<file path="src/rtl/id_stage_pl_if.sv">
// -----------------------------------------------------------------------------
// id_stage_pl_if
// Bundle of all signals between fetch, write-back, execute and the decode
// stage id_stage_pl. clk/rst are kept outside the bundle.
//
// Fetch side     : in_valid, in_ready, instruction[31:0], pc[XLEN-1:0], flush
// Write-back side: reg_write, wr_reg[4:0], write_back_data[XLEN-1:0]
// Execute side   : out_valid, out_ready, reg1_data, reg2_data, rs1, rs2, rd,
//                  pc_out, write_back, mem_wr, mem_rd, alu_src, alu_op[3:0],
//                  immediate, illegal
//
// Modports:
//   slave  - the decode stage itself
//   master - the environment around it (fetch / write-back / execute)
// -----------------------------------------------------------------------------
interface id_stage_pl_if #(
  parameter int XLEN = 32
);
  // fetch
  logic            in_valid;
  logic            in_ready;
  logic [31:0]     instruction;
  logic [XLEN-1:0] pc;
  logic            flush;
  // write-back
  logic            reg_write;
  logic [4:0]      wr_reg;
  logic [XLEN-1:0] write_back_data;
  // execute
  logic            out_valid;
  logic            out_ready;
  logic [XLEN-1:0] reg1_data;
  logic [XLEN-1:0] reg2_data;
  logic [4:0]      rs1;
  logic [4:0]      rs2;
  logic [4:0]      rd;
  logic [XLEN-1:0] pc_out;
  logic            write_back;
  logic            mem_wr;
  logic            mem_rd;
  logic            alu_src;
  logic [3:0]      alu_op;
  logic [XLEN-1:0] immediate;
  logic            illegal;

  modport slave (
    input  in_valid, instruction, pc, flush,
    input  reg_write, wr_reg, write_back_data,
    input  out_ready,
    output in_ready,
    output out_valid, reg1_data, reg2_data, rs1, rs2, rd, pc_out,
    output write_back, mem_wr, mem_rd, alu_src, alu_op, immediate, illegal
  );

  modport master (
    output in_valid, instruction, pc, flush,
    output reg_write, wr_reg, write_back_data,
    output out_ready,
    input  in_ready,
    input  out_valid, reg1_data, reg2_data, rs1, rs2, rd, pc_out,
    input  write_back, mem_wr, mem_rd, alu_src, alu_op, immediate, illegal
  );
endinterface

</file>
<file path="src/rtl/id_stage_pl.sv">
// -----------------------------------------------------------------------------
// id_stage_pl
// RISC-V instruction-decode pipeline stage: control decoder, immediate
// generator and register file, with a single output register (the decode
// slot) handshaked by valid/ready on both sides.
//
// Features: flush of slot and incoming instruction, one-bubble load-use stall,
// write-through bypass of the write-back port into the operand read,
// XLEN 32/64 and NREG 32/16, illegal opcode / register-index flagging.
//
// Ports:
//   clk  - clock, rising edge
//   rst  - synchronous active-high reset (clears slot and register file)
//   bus  - id_stage_pl_if.slave, carries every fetch / write-back / execute
//          signal (see id_stage_pl_if for the list)
//
// Parameters:
//   XLEN - datapath width, 32 or 64
//   NREG - architectural register count, 32 or 16
// -----------------------------------------------------------------------------
module id_stage_pl #(
  parameter int XLEN = 32,
  parameter int NREG = 32
) (
  input  logic         clk,
  input  logic         rst,
  id_stage_pl_if.slave bus
);

  localparam logic [6:0] OP_R      = 7'b0110011;
  localparam logic [6:0] OP_IALU   = 7'b0010011;
  localparam logic [6:0] OP_LOAD   = 7'b0000011;
  localparam logic [6:0] OP_STORE  = 7'b0100011;
  localparam logic [6:0] OP_BRANCH = 7'b1100011;

  localparam int         IDXW   = $clog2(NREG);
  localparam logic [5:0] NREG_W = 6'(NREG);

  function automatic logic out_of_range(input logic [4:0] idx);
    return {1'b0, idx} >= NREG_W;
  endfunction

  // ---------------------------------------------------------------------------
  // Instruction fields
  // ---------------------------------------------------------------------------
  logic [31:0] instr;
  logic [6:0]  opcode;
  logic [2:0]  funct3;
  logic        funct7_b5;
  logic [4:0]  rs1_in;
  logic [4:0]  rs2_in;
  logic [4:0]  rd_in;

  assign instr     = bus.instruction;
  assign opcode    = instr[6:0];
  assign rd_in     = instr[11:7];
  assign funct3    = instr[14:12];
  assign rs1_in    = instr[19:15];
  assign rs2_in    = instr[24:20];
  assign funct7_b5 = instr[30];

  // ---------------------------------------------------------------------------
  // Control decode and immediate generation
  // ---------------------------------------------------------------------------
  logic            dec_wb;
  logic            dec_mw;
  logic            dec_mr;
  logic            dec_as;
  logic [3:0]      dec_op;
  logic            dec_ill;
  logic [XLEN-1:0] dec_imm;
  logic            rs1_used;
  logic            rs2_used;
  logic            rd_used;
  logic            op_bad;

  always_comb begin
    dec_wb   = 1'b0;
    dec_mw   = 1'b0;
    dec_mr   = 1'b0;
    dec_as   = 1'b0;
    dec_op   = 4'b0000;
    dec_imm  = '0;
    rs1_used = 1'b0;
    rs2_used = 1'b0;
    rd_used  = 1'b0;
    op_bad   = 1'b0;
    case (opcode)
      OP_R: begin
        dec_wb   = 1'b1;
        dec_op   = {funct7_b5, funct3};
        rs1_used = 1'b1;
        rs2_used = 1'b1;
        rd_used  = 1'b1;
      end
      OP_IALU: begin
        dec_wb   = 1'b1;
        dec_as   = 1'b1;
        // funct7[5] only distinguishes SRAI from SRLI; elsewhere it is imm.
        dec_op   = {(funct3 == 3'b101) ? funct7_b5 : 1'b0, funct3};
        dec_imm  = {{(XLEN-12){instr[31]}}, instr[31:20]};
        rs1_used = 1'b1;
        rd_used  = 1'b1;
      end
      OP_LOAD: begin
        dec_wb   = 1'b1;
        dec_mr   = 1'b1;
        dec_as   = 1'b1;
        dec_imm  = {{(XLEN-12){instr[31]}}, instr[31:20]};
        rs1_used = 1'b1;
        rd_used  = 1'b1;
      end
      OP_STORE: begin
        dec_mw   = 1'b1;
        dec_as   = 1'b1;
        dec_imm  = {{(XLEN-12){instr[31]}}, instr[31:25], instr[11:7]};
        rs1_used = 1'b1;
        rs2_used = 1'b1;
      end
      OP_BRANCH: begin
        dec_op   = 4'b1000;
        dec_imm  = {{(XLEN-13){instr[31]}}, instr[31], instr[7],
                    instr[30:25], instr[11:8], 1'b0};
        rs1_used = 1'b1;
        rs2_used = 1'b1;
      end
      default: op_bad = 1'b1;
    endcase

    // Only fields the format actually uses can make the index illegal; an
    // I-type immediate overlapping rs2 must not trip the RV32E check.
    dec_ill = op_bad
            | (rs1_used & out_of_range(rs1_in))
            | (rs2_used & out_of_range(rs2_in))
            | (rd_used  & out_of_range(rd_in));

    if (dec_ill) begin
      dec_wb = 1'b0;
      dec_mw = 1'b0;
      dec_mr = 1'b0;
      dec_as = 1'b0;
      dec_op = 4'b0000;
    end
  end

  // ---------------------------------------------------------------------------
  // Register file (x0 hard-wired to zero, cleared by reset)
  // ---------------------------------------------------------------------------
  logic [XLEN-1:0] rf_word [NREG];
  logic            rf_we;

  assign rf_we = bus.reg_write && (bus.wr_reg != 5'd0) && !out_of_range(bus.wr_reg);

  genvar gi;
  generate
    for (gi = 0; gi < NREG; gi++) begin : g_rf
      if (gi == 0) begin : g_zero
        assign rf_word[gi] = '0;
      end else begin : g_reg
        logic [XLEN-1:0] q_reg;
        always_ff @(posedge clk) begin
          if (rst) begin
            q_reg <= '0;
          end else if (rf_we && (bus.wr_reg == 5'(gi))) begin
            q_reg <= bus.write_back_data;
          end
        end
        assign rf_word[gi] = q_reg;
      end
    end
  endgenerate

  // Operand read with write-through: a same-cycle write-back to the source
  // register is forwarded so the slot never captures a stale value.
  logic [XLEN-1:0] rs1_val;
  logic [XLEN-1:0] rs2_val;

  always_comb begin
    rs1_val = '0;
    if (rs1_in == 5'd0) begin
      rs1_val = '0;
    end else if (bus.reg_write && (bus.wr_reg == rs1_in)) begin
      rs1_val = bus.write_back_data;
    end else if (!out_of_range(rs1_in)) begin
      rs1_val = rf_word[rs1_in[IDXW-1:0]];
    end
  end

  always_comb begin
    rs2_val = '0;
    if (rs2_in == 5'd0) begin
      rs2_val = '0;
    end else if (bus.reg_write && (bus.wr_reg == rs2_in)) begin
      rs2_val = bus.write_back_data;
    end else if (!out_of_range(rs2_in)) begin
      rs2_val = rf_word[rs2_in[IDXW-1:0]];
    end
  end

  // ---------------------------------------------------------------------------
  // Decode slot and handshake
  // ---------------------------------------------------------------------------
  logic            out_valid_reg;
  logic [XLEN-1:0] reg1_data_reg;
  logic [XLEN-1:0] reg2_data_reg;
  logic [4:0]      rs1_reg;
  logic [4:0]      rs2_reg;
  logic [4:0]      rd_reg;
  logic [XLEN-1:0] pc_reg;
  logic            write_back_reg;
  logic            mem_wr_reg;
  logic            mem_rd_reg;
  logic            alu_src_reg;
  logic [3:0]      alu_op_reg;
  logic [XLEN-1:0] immediate_reg;
  logic            illegal_reg;

  logic hazard;
  logic advance;
  logic load_slot;
  logic load_valid;

  // A load in the slot whose destination feeds the incoming instruction
  // cannot be satisfied by the bypass yet, so one bubble is inserted.
  assign hazard = out_valid_reg && mem_rd_reg && (rd_reg != 5'd0) &&
                  ((rd_reg == rs1_in) || (rs2_used && (rd_reg == rs2_in)));

  assign advance    = !out_valid_reg || bus.out_ready;
  // Flush loads the slot even under backpressure so the kill takes effect
  // on the very next edge.
  assign load_slot  = advance || bus.flush;
  assign load_valid = bus.in_valid && !hazard && !bus.flush;

  always_ff @(posedge clk) begin
    if (rst) begin
      out_valid_reg  <= 1'b0;
      reg1_data_reg  <= '0;
      reg2_data_reg  <= '0;
      rs1_reg        <= '0;
      rs2_reg        <= '0;
      rd_reg         <= '0;
      pc_reg         <= '0;
      immediate_reg  <= '0;
      write_back_reg <= 1'b0;
      mem_wr_reg     <= 1'b0;
      mem_rd_reg     <= 1'b0;
      alu_src_reg    <= 1'b0;
      alu_op_reg     <= 4'b0000;
      illegal_reg    <= 1'b0;
    end else if (load_slot) begin
      out_valid_reg  <= load_valid;
      reg1_data_reg  <= rs1_val;
      reg2_data_reg  <= rs2_val;
      rs1_reg        <= rs1_in;
      rs2_reg        <= rs2_in;
      rd_reg         <= rd_in;
      pc_reg         <= bus.pc;
      immediate_reg  <= dec_imm;
      // Bubbles carry no control so execute can ignore out_valid safely.
      write_back_reg <= load_valid && dec_wb;
      mem_wr_reg     <= load_valid && dec_mw;
      mem_rd_reg     <= load_valid && dec_mr;
      alu_src_reg    <= load_valid && dec_as;
      alu_op_reg     <= load_valid ? dec_op : 4'b0000;
      illegal_reg    <= load_valid && dec_ill;
    end
  end

  assign bus.in_ready   = (advance && !hazard) || bus.flush;
  assign bus.out_valid  = out_valid_reg;
  assign bus.reg1_data  = reg1_data_reg;
  assign bus.reg2_data  = reg2_data_reg;
  assign bus.rs1        = rs1_reg;
  assign bus.rs2        = rs2_reg;
  assign bus.rd         = rd_reg;
  assign bus.pc_out     = pc_reg;
  assign bus.write_back = write_back_reg;
  assign bus.mem_wr     = mem_wr_reg;
  assign bus.mem_rd     = mem_rd_reg;
  assign bus.alu_src    = alu_src_reg;
  assign bus.alu_op     = alu_op_reg;
  assign bus.immediate  = immediate_reg;
  assign bus.illegal    = illegal_reg;

endmodule
</file>
<file path="src/flat_wrapper.sv">
// flat-port wrapper written by rule: the top's interface ports become plain ports
module id_stage_pl_flat 
#(
  parameter int XLEN = 32,
  parameter int NREG = 32
)
  (clk, rst, bus_in_valid, bus_instruction, bus_pc, bus_flush, bus_reg_write, bus_wr_reg, bus_write_back_data, bus_out_ready, bus_in_ready, bus_out_valid, bus_reg1_data, bus_reg2_data, bus_rs1, bus_rs2, bus_rd, bus_pc_out, bus_write_back, bus_mem_wr, bus_mem_rd, bus_alu_src, bus_alu_op, bus_immediate, bus_illegal);
  id_stage_pl_if #(.XLEN(XLEN)) bus_i ();
  input  logic clk;
  input  logic rst;
  input wire logic [$bits(bus_i.in_valid)-1:0] bus_in_valid;
  input wire logic [$bits(bus_i.instruction)-1:0] bus_instruction;
  input wire logic [$bits(bus_i.pc)-1:0] bus_pc;
  input wire logic [$bits(bus_i.flush)-1:0] bus_flush;
  input wire logic [$bits(bus_i.reg_write)-1:0] bus_reg_write;
  input wire logic [$bits(bus_i.wr_reg)-1:0] bus_wr_reg;
  input wire logic [$bits(bus_i.write_back_data)-1:0] bus_write_back_data;
  input wire logic [$bits(bus_i.out_ready)-1:0] bus_out_ready;
  output wire logic [$bits(bus_i.in_ready)-1:0] bus_in_ready;
  output wire logic [$bits(bus_i.out_valid)-1:0] bus_out_valid;
  output wire logic [$bits(bus_i.reg1_data)-1:0] bus_reg1_data;
  output wire logic [$bits(bus_i.reg2_data)-1:0] bus_reg2_data;
  output wire logic [$bits(bus_i.rs1)-1:0] bus_rs1;
  output wire logic [$bits(bus_i.rs2)-1:0] bus_rs2;
  output wire logic [$bits(bus_i.rd)-1:0] bus_rd;
  output wire logic [$bits(bus_i.pc_out)-1:0] bus_pc_out;
  output wire logic [$bits(bus_i.write_back)-1:0] bus_write_back;
  output wire logic [$bits(bus_i.mem_wr)-1:0] bus_mem_wr;
  output wire logic [$bits(bus_i.mem_rd)-1:0] bus_mem_rd;
  output wire logic [$bits(bus_i.alu_src)-1:0] bus_alu_src;
  output wire logic [$bits(bus_i.alu_op)-1:0] bus_alu_op;
  output wire logic [$bits(bus_i.immediate)-1:0] bus_immediate;
  output wire logic [$bits(bus_i.illegal)-1:0] bus_illegal;
  assign bus_i.in_valid = bus_in_valid;
  assign bus_i.instruction = bus_instruction;
  assign bus_i.pc = bus_pc;
  assign bus_i.flush = bus_flush;
  assign bus_i.reg_write = bus_reg_write;
  assign bus_i.wr_reg = bus_wr_reg;
  assign bus_i.write_back_data = bus_write_back_data;
  assign bus_i.out_ready = bus_out_ready;
  assign bus_in_ready = bus_i.in_ready;
  assign bus_out_valid = bus_i.out_valid;
  assign bus_reg1_data = bus_i.reg1_data;
  assign bus_reg2_data = bus_i.reg2_data;
  assign bus_rs1 = bus_i.rs1;
  assign bus_rs2 = bus_i.rs2;
  assign bus_rd = bus_i.rd;
  assign bus_pc_out = bus_i.pc_out;
  assign bus_write_back = bus_i.write_back;
  assign bus_mem_wr = bus_i.mem_wr;
  assign bus_mem_rd = bus_i.mem_rd;
  assign bus_alu_src = bus_i.alu_src;
  assign bus_alu_op = bus_i.alu_op;
  assign bus_immediate = bus_i.immediate;
  assign bus_illegal = bus_i.illegal;
  id_stage_pl #(.XLEN(XLEN), .NREG(NREG)) u_core (.clk(clk), .rst(rst), .bus(bus_i));
endmodule
</file>
<file path="config.mk">
export PLATFORM = sky130hd
export DESIGN_NAME = id_stage_pl_flat
export DESIGN_NICKNAME = d
export VERILOG_FILES = /design/src/rtl/id_stage_pl_if.sv /design/src/rtl/id_stage_pl.sv /design/src/flat_wrapper.sv
export SDC_FILE = /design/constraint.sdc
export NUM_CORES = 2
export LEC_CHECK = 0
export ABC_AREA = 1
export CORE_MARGIN = 3
export CORE_UTILIZATION = 25
export CTS_CLUSTER_SIZE = 24
export DETAILED_ROUTE_END_ITERATION = 6
export PLACE_DENSITY = 0.51
export SETUP_SLACK_MARGIN = 0.4
export SKIP_CTS_REPAIR_TIMING = 1
export SLEW_MARGIN = 15
export SYNTH_ARGS = -nofsm -noshare
export SYNTH_HDL_FRONTEND = slang
export SYNTH_SLANG_ARGS = --single-unit
</file>
<file path="constraint.sdc">
create_clock -name clk -period 6.8 [get_ports clk]
set_clock_uncertainty 0.05 [all_clocks]
set_input_delay 1.7 -clock clk [delete_from_list [all_inputs] [get_ports clk]]
set_output_delay 1.7 -clock clk [all_outputs]
set_load 0.005 [all_outputs]
</file>
==> results by group <==
Timing
  – Unrepaired setup endpoints after global routing: no
  – Worst hold margin: 0.411 ns
  – Final Cycle Share: 84.0%
  – Min Tclk post-route: 5.71 ns
  – Sum of negative setup slack: 0 ns
  – Slew headroom: 13.6%
  – Worst setup margin: 1.09 ns
  – Highest Clock Rate: 175 MHz
  – Slew @ Worst Pin: 1.29 ns
  – Final Hold Vio Count: 0
  – Pins Over Slew Limit: 0
  – Final setup fails: 0

Global routing
  – Largest net degree at the start of global routing: 169
  – Vias in the first global route: 62800
  – Gr usage total: 23.2%
  – First-pass GRT wire length: 436000 um
  – Initial antenna violation count: 16
  – Overflow after GRT: 0

Setup path
  – Worst reg2reg path depth: 8
  – Most frequent CP cell: nand2_1
  – Crit path from: bus_instruction[1]
  – Flop2flop setup slack: 4.08 ns
  – Slowest stage delay, CP: 0.56 ns
  – CP Depth: 11
  – FF-to-FF End: u_core.bus.immediate[6]
  – Required time worst endpoint: 5.05 ns
  – Slowest-stage cell, CP: clkdlybuf4s50_1
  – Critical Path, Cell by Cell: clkdlybuf4s50_1, nand2_1, nor3_2, o21ai_0, nor2_1, nand2_1, nand2_1, nand2_1, nand2_1, nand2_1, clkdlybuf4s50_1
  – Crit path max fanout: 11
  – Critical path capture point: bus_in_ready
  – FF-to-FF Start: u_core.bus.out_valid
  – Worst setup SP type: input pin
  – Arrival time worst endpoint: 3.96 ns
  – Critical Path Sink Type: primary output
  – Critical setup path kind: input pin to primary output
  – CP bufs+invs: 2
  – CP delay by family, top: simple AND/OR/NAND/NOR gates

Finish
  – Area Growth Syn to Fin: 14.8%
  – Post-layout util: 28.9%
  – Max FFs per register: 992
  – Final nets: 9578
  – Post-Layout Cell Count: 12800
  – Share of cells above drive strength 1: 4.95%

CTS
  – CTS buffer count: 137
  – H-tree depth: 4
  – Clk sink count: 1126
  – Clock-pin transition on the worst setup and hold timing paths: 0.06 ns
  – CTS tree: built
  – CTS max path bufs: 3
  – Skew-Pair Late Insertion Delay: 0.82 ns
  – Clk root buf: clkbuf_16

Yosys
  – Post-Syn Area: 60800 um2
  – Synthesized area per cell: 6.19 um2
  – Synth Register Bits: 1126
  – Mapped Cells: 9814
  – Synth warn: 0
  – Syn nets: 9921
  – Leading cell type by number of instances after synthesis: nand2_1
  – Area leader, netlist: dfxtp_1
  – Synth area leaders: dfxtp_1 (37%), nand2_1 (18%), a21oi_1 (11%)
  – Number of synthesized flops with an enable pin: 0
  – Synth top area share: 37.1%
  – Synth cell types: 29
  – Most instantiated cells after synthesis: nand2_1 (2932), a21oi_1 (1289), nand3_1 (1206)
  – Async SR Flop Fraction: 0%
  – Post-synth top flop: dfxtp_1
  – Sequential share of the synthesized area: 37.1%

Min path
  – Hold path startpoint: u_core.g_rf[16].g_reg.q_reg[19]
  – Worst min-delay path category: register to register

Die
  – Die width: 499 um
  – Initial Utilization: 25.2%
  – Core Area: 241000 um2
  – Die Footprint: 249000 um2
  – IO Pins: 261
  – Site row count: 180
  – Die Height: 499 um

Detailed routing
  – Iter 0 DRT Violations: 8489
  – Via-to-Cell Ratio: 5.31
  – Via count: 67800
  – Drt drc: 0
  – Total wire length: 302000 um
  – Routed len/inst: 23.7 um
  – Post-route ant nets: 0
  – Pre-Repair DR Iteration Count: 7

Placed design
  – Port-buffer cells: 260
  – Setup WS pre-CTS: 1.11 ns
  – Cell count after placement: 12500
  – DP HPWL: 170000 um
  – GPL Wtd Cong: 0.882

Run
  – Max-Cap Viols: 0

Power
  – Pleak: 0.0266 uW
  – PD cells: 237 nW/um2
  – Peak VDD IR: 0.000163 V

Outcome
  – Status: completed
[report_power, final]
group,internal [uW],leakage (uW),switching [uW],total [uW]
Clock,4260,0.00219,3190,7450
Sequential,6720,0.00911,82.5,6800
Combinational,627,0.0153,1690,2320
Total,11600,0.0266,4970,16600
[how the worst min path moves through the flow]
stage | to | slack (ns) | cells after the start
floorplan | u_core.g_rf[16].g_reg.q_reg[0] | 0.39 | 2
global placement | u_core.g_rf[16].g_reg.q_reg[19] | 0.40 | 2
detailed placement | u_core.g_rf[16].g_reg.q_reg[0] | 0.40 | 2
CTS | u_core.g_rf[16].g_reg.q_reg[19] | 0.41 | 2
global route | u_core.g_rf[5].g_reg.q_reg[2] | 0.43 | 2
finish | u_core.g_rf[16].g_reg.q_reg[19] | 0.41 | 2
[cells by family (layout without fill, tap and decap cells)]
kind of cell	Yosys count	count (layout)	synth area share, %
AO/OA/AOI/OAI	2324	2324	20.1
XOR/XNOR	6	6	0.0865
buffers and inverters	1586	1345	10.6
flip-flops	1126	1126	37.1
other	0	10	0
AND/OR/NAND/NOR	4772	4772	32.1
[metal layers]
layer	track usage (%)	wire length (um)
met5	0	0
met4	13.6	19000
met3	3.84	28400
met2	35.7	131000
met1	30.4	124000
[tightest hold or removal path, stage by stage, from the launching register on]
cell	delay, ns
dfxtp_1	0.32
inv_1	0.05
a21oi_1	0.05
[final cells by class]
class | instances | area [um2]
Antenna cell | 10 | 25.0
Clock buffer | 206 | 4030
Clock inverter | 35 | 409
Fill cell | 26300 | 171000
Inverter | 664 | 2530
Multi-Input combinational cell | 7102 | 32000
Sequential cell | 1126 | 22500
Tap cell | 3185 | 3990
Timing Repair Buffer | 440 | 4290
[stage by stage]
| stage | cell area [um2] | total power [uW] |
|---|---|---|
| floorplan | 60800 | 8200 |
| global placement | 65300 | 9190 |
| detailed placement | 65300 | 9200 |
| CTS | 69800 | 16600 |
| global route | 69800 | 17100 |
| finish | 69800 | 16600 |
[cell usage in the layout (no fill, tap or decap), drive strengths merged]
cell type	instances
diode	10
o22ai	4
a31oi	16
buf	191
nor3	5
clkbuf	207
o21ai	803
clkdlybuf4s50	248
nor2	613
nand3	1207
xor2	4
dfxtp	1126
nand4	13
a22o	1
bufinv	4
inv	668
a21oi	1289
xnor2	2
clkinv	27
o211ai	211
nand2	2934
Power figures use the tool's default switching activity.
